<file path="src/rtl/sync_fifo_core.sv">
// ---------------------------------------------------------------------------
// sync_fifo_core
//
// Single-clock FIFO with a registered read-data output and registered
// full/empty flags. Writes that would overflow and reads that would underflow
// are blocked and leave the FIFO untouched.
//
// Parameters
//   DATA_WIDTH : bits per stored word
//   DEPTH      : number of entries (power of two, >= 2)
//
// Ports
//   clk       : clock, everything samples on the rising edge
//   rst       : synchronous active-high reset
//   wr_en     : write request, data_in pushed when accepted
//   rd_en     : read request, head word moved to data_out when accepted
//   data_in   : write data
//   data_out  : registered read data, holds when no read is accepted
//   full      : FIFO holds DEPTH words
//   empty     : FIFO holds no words
//
// Optional build macro SYNC_FIFO_ERR_EN adds:
//   overflow  : one-cycle pulse after a write was rejected because full
//   underflow : one-cycle pulse after a read was rejected because empty
// ---------------------------------------------------------------------------
module sync_fifo_core #(
    parameter int unsigned DATA_WIDTH = 8,
    parameter int unsigned DEPTH      = 16
) (
    input  logic                  clk,
    input  logic                  rst,
    input  logic                  wr_en,
    input  logic                  rd_en,
    input  logic [DATA_WIDTH-1:0] data_in,
    output logic [DATA_WIDTH-1:0] data_out,
    output logic                  full,
`ifdef SYNC_FIFO_ERR_EN
    output logic                  empty,
    output logic                  overflow,
    output logic                  underflow
`else
    output logic                  empty
`endif
);

    localparam int unsigned AW = $clog2(DEPTH);
    localparam logic [AW:0] FULL_CNT = (AW+1)'(DEPTH);

    logic [DATA_WIDTH-1:0] mem_q [DEPTH];

    logic [AW-1:0]         wr_ptr_q, wr_ptr_d;
    logic [AW-1:0]         rd_ptr_q, rd_ptr_d;
    logic [AW:0]           count_q, count_d;
    logic [DATA_WIDTH-1:0] data_out_q, data_out_d;
    logic                  full_q, full_d;
    logic                  empty_q, empty_d;
    logic                  wr_acc, rd_acc;

    // A write is still accepted while full if a read frees the head slot in
    // the same cycle. A read is never accepted while empty, so a concurrent
    // write into an empty FIFO is not passed straight through to data_out.
    always_comb begin
        wr_acc = wr_en & (~full_q | rd_en);
        rd_acc = rd_en & ~empty_q;

        wr_ptr_d   = wr_ptr_q;
        rd_ptr_d   = rd_ptr_q;
        count_d    = count_q;
        data_out_d = data_out_q;

        if (wr_acc) begin
            wr_ptr_d = wr_ptr_q + AW'(1);
        end

        if (rd_acc) begin
            rd_ptr_d   = rd_ptr_q + AW'(1);
            data_out_d = mem_q[rd_ptr_q];
        end

        unique case ({wr_acc, rd_acc})
            2'b10:   count_d = count_q + (AW+1)'(1);
            2'b01:   count_d = count_q - (AW+1)'(1);
            default: count_d = count_q;
        endcase

        // Flags follow the post-edge occupancy so they update together with
        // the pointers.
        full_d  = (count_d == FULL_CNT);
        empty_d = (count_d == '0);
    end

    always_ff @(posedge clk) begin
        if (rst) begin
            wr_ptr_q   <= '0;
            rd_ptr_q   <= '0;
            count_q    <= '0;
            data_out_q <= '0;
            full_q     <= 1'b0;
            empty_q    <= 1'b1;
        end else begin
            wr_ptr_q   <= wr_ptr_d;
            rd_ptr_q   <= rd_ptr_d;
            count_q    <= count_d;
            data_out_q <= data_out_d;
            full_q     <= full_d;
            empty_q    <= empty_d;
        end
    end

    // Storage is deliberately not cleared on reset; the pointers make any
    // stale contents unreachable. A write in the reset cycle is discarded.
    always_ff @(posedge clk) begin
        if (!rst && wr_acc) begin
            mem_q[wr_ptr_q] <= data_in;
        end
    end

    assign data_out = data_out_q;
    assign full     = full_q;
    assign empty    = empty_q;

`ifdef SYNC_FIFO_ERR_EN
    logic overflow_q, overflow_d;
    logic underflow_q, underflow_d;

    // Rejection conditions are the complements of the accept rules above.
    always_comb begin
        overflow_d  = wr_en & full_q & ~rd_en;
        underflow_d = rd_en & empty_q;
    end

    always_ff @(posedge clk) begin
        if (rst) begin
            overflow_q  <= 1'b0;
            underflow_q <= 1'b0;
        end else begin
            overflow_q  <= overflow_d;
            underflow_q <= underflow_d;
        end
    end

    assign overflow  = overflow_q;
    assign underflow = underflow_q;
`endif

endmodule

</file>
<file path="config.mk">
export PLATFORM = sky130hd
export DESIGN_NAME = sync_fifo_core
export DESIGN_NICKNAME = d
export VERILOG_FILES = /design/src/rtl/sync_fifo_core.sv
export SDC_FILE = /design/constraint.sdc
export NUM_CORES = 1
export LEC_CHECK = 0
export CAP_MARGIN = 30
export CORE_UTILIZATION = 54
export CTS_BUF_LIST = sky130_fd_sc_hd__clkbuf_4 sky130_fd_sc_hd__clkbuf_8 sky130_fd_sc_hd__clkbuf_16
export DETAILED_ROUTE_END_ITERATION = 12
export PLACE_DENSITY = 0.72
export SLEW_MARGIN = 20
export SYNTH_ARGS = -nofsm -noshare
export SYNTH_HDL_FRONTEND = slang
export SYNTH_SLANG_ARGS = --single-unit
</file>
<file path="constraint.sdc">
create_clock -name clk -period 4.5 [get_ports clk]
set_input_delay 0.675 -clock clk [delete_from_list [all_inputs] [get_ports clk]]
set_output_delay 0.675 -clock clk [all_outputs]
set_load 0.01 [all_outputs]
</file>
==> out/qor.yml <==
wl_per_cell_um: 20.9
hold_viol: 0
die_area_um2: 11700
grt_max_degree: 27
grt_first_pass_wirelength_um: 17600
port_buffers: 21
powerDensity_nw_per_um2: 473
dpl_cell_area_um2: 6430
total_power_mw: 3.30
yosys.area_share.adder_pct: 1.44
via_per_inst: 5.93
relSlewSlack_pct: 35.3
postCtsSetupBuffers: 0
synth_top_area_share_pct: 63.3
overflow: 0
synth_nets: 373
clk_latency_ns: 0.53
syn-cell-area_um2: 6070
ys_ff_latch: 151
multi_input_area_um2: 1650
dr.pass1.iters: 4
path_clk_slew_ns: 0.06
syn_avg_cell_area_um2: 17.2
n_antenna_cell: 0
synthSimpleGateAreaFrac_pct: 6.12
synth_top_family_by_area: "multiplexers"
setup_viol: 0
netlist_top_cells_area: "edfxtp_1 (63%), mux4_2 (12%), dfxtp_1 (7.6%)"
setup_tns_ns: 0
ys_seq_area_share_pct: 70.9
synth_ff_type: "edfxtp_1"
die_w_um: 108
min_path_type: "flip-flop to flip-flop"
period_share_pct: 66.3
status: "complete, no violations"
ys_async_sr_fraction_pct: 0
synth_edf_count: 128
hpwl_um: 7090
finalCriticalPeriod_ns: 2.98
cp.arrival_ns: 3.40
seq_area_um2: 4310
cp-end-kind: "flip-flop"
cts_root_buf: "clkbuf_8"
die_h_um: 108
start_util_pct: 55.8
drv_cap: 0
ys_warn_count: 0
worstSetupPathType: "input port to flip-flop"
tightest_slew_ns: 0.969
synth-compound-area-share_pct: 5.60
antenna_found_initial: 0
peakVddDrop_mv: 0.232
synth.distinct_cells: 41
fillerInstances: 751
core_um2: 10900
slew_viol_final: 0
cts_buffers: 17
final_util_pct: 64.0
num_vias: 3139
cts_buffer_depth: 2
leakagePower_nw: 2.26
syn_inst: 354
fmax_ghz: 0.335
nets: 396
fin_skew_ns: 0.0106
synth_most_common_cell: "edfxtp_1"
rsz0062_at_grt: "false"
gp_congestion: 0.789
drt-total-wl_um: 11100
synth_common_cells: "edfxtp_1 (128), mux4_2 (32), dfxtp_1 (23), nor2_1 (23), a21oi_1 (22)"
grt_usage_pct: 21.6
pin_count: 22
cts_tree: "yes"
cts_resized: 0
cts_hold_buf: 0
htree_levels: 4
drtIter0Drc: 273
yosys.area.top_type: "edfxtp_1"
design_area_um2: 6970
area.growth.synth_to_final_pct: 14.8
drive_above_1_share_pct: 18.0
critPathLaunchType: "input port"
synthMuxAreaShare_pct: 12.4
ant_nets: 0
num_rows: 38
synthXorXnorAreaFrac_pct: 1.67
cp.required_ns: 4.92
cp_max_fo: 18
first_global_vias: 3081
cts.sinks: 151
drc: 0
[layout make-up]
| cell class | instances | share of cell area (%) |
|---|---|---|
| well taps | 140 | 2.51 |
| clock buffers | 17 | 5.94 |
| flip-flops and latches | 151 | 61.8 |
| inverters | 7 | 0.377 |
| multi-input cells | 174 | 23.7 |
| repair buffers | 26 | 3.84 |
| clock inverters | 14 | 1.83 |
[per-stage QoR]
stage	setup slack (ns)	hold slack [ns]	cells
final	1.52	0.510	529
after floorplan	1.83	0.480	354
after detailed placement	1.02	0.505	498
after global routing	1.33	0.550	529
after global placement	1.10	0.492	497
after CTS	1.57	0.518	529
[flip-flops by register name, summed over array words and instances (netlist names)]
signal / count
count_q: 5
data_out: 8
empty: 1
full: 1
mem_q: 128
rd_ptr_q: 4
wr_ptr_q: 4
[critical path, cell delays in order]
cell and delay [ns]:
clkdlybuf4s50_1 0.44, nand2b_1 0.49, inv_1 0.25, ha_1 0.52, nor3b_1 0.13, a22oi_1 0.21, a32oi_1 0.09, or3_1 0.41
a31o_1 0.18
[power by group]
group          internal [mW]  switching (mW)  leakage, nW
combinational          0.205           0.178        0.656
clock                  0.733           0.562        0.258
sequential              1.56          0.0635         1.34
total                   2.49           0.803         2.26
[cells by family after synthesis]
family | after synthesis
buf+inv | 29
xor+xnor | 10
compound gates | 53
mux | 35
flops | 151
simple gates | 69
fa+ha+maj | 7
[per-layer routing]
layer / global-route usage (%) / wire [um] / share of wire, % / vias to the layer above
met1: 30.9 / 5100 / 46 / 1593
met2: 32.7 / 5270 / 48 / 92
met4: 6.75 / 85 / 0.77 / 0
met3: 5.73 / 630 / 5.7 / 7
li1: - / - / - / 1447
met5: 0 / 0 / 0 / -
[final timing paths]
kind | slack (ns) | start | cells after the start | endpoint
max | 1.52 | rd_en | 9 | empty
max reg2reg | 1.62 | empty | 8 | empty
min | 0.51 | data_out[2] | 2 | data_out[2]
min reg2reg | 0.51 | data_out[2] | 2 | data_out[2]
[cell usage in the layout, fill, tap and decap left out, types with 5 or more instances in the layout]
cell             count
edfxtp_1           128
mux4_2              32
nor2_1              23
a21oi_1             22
dfxtp_1             22
clkdlybuf4s50_1     21
a22oi_1             17
clkbuf_16           16
and2_1               9
and3_1               8
inv_1                7
nand2_1              7
ha_1                 7
xnor2_1              5
Note: power is estimated with default switching activity, not from simulation.
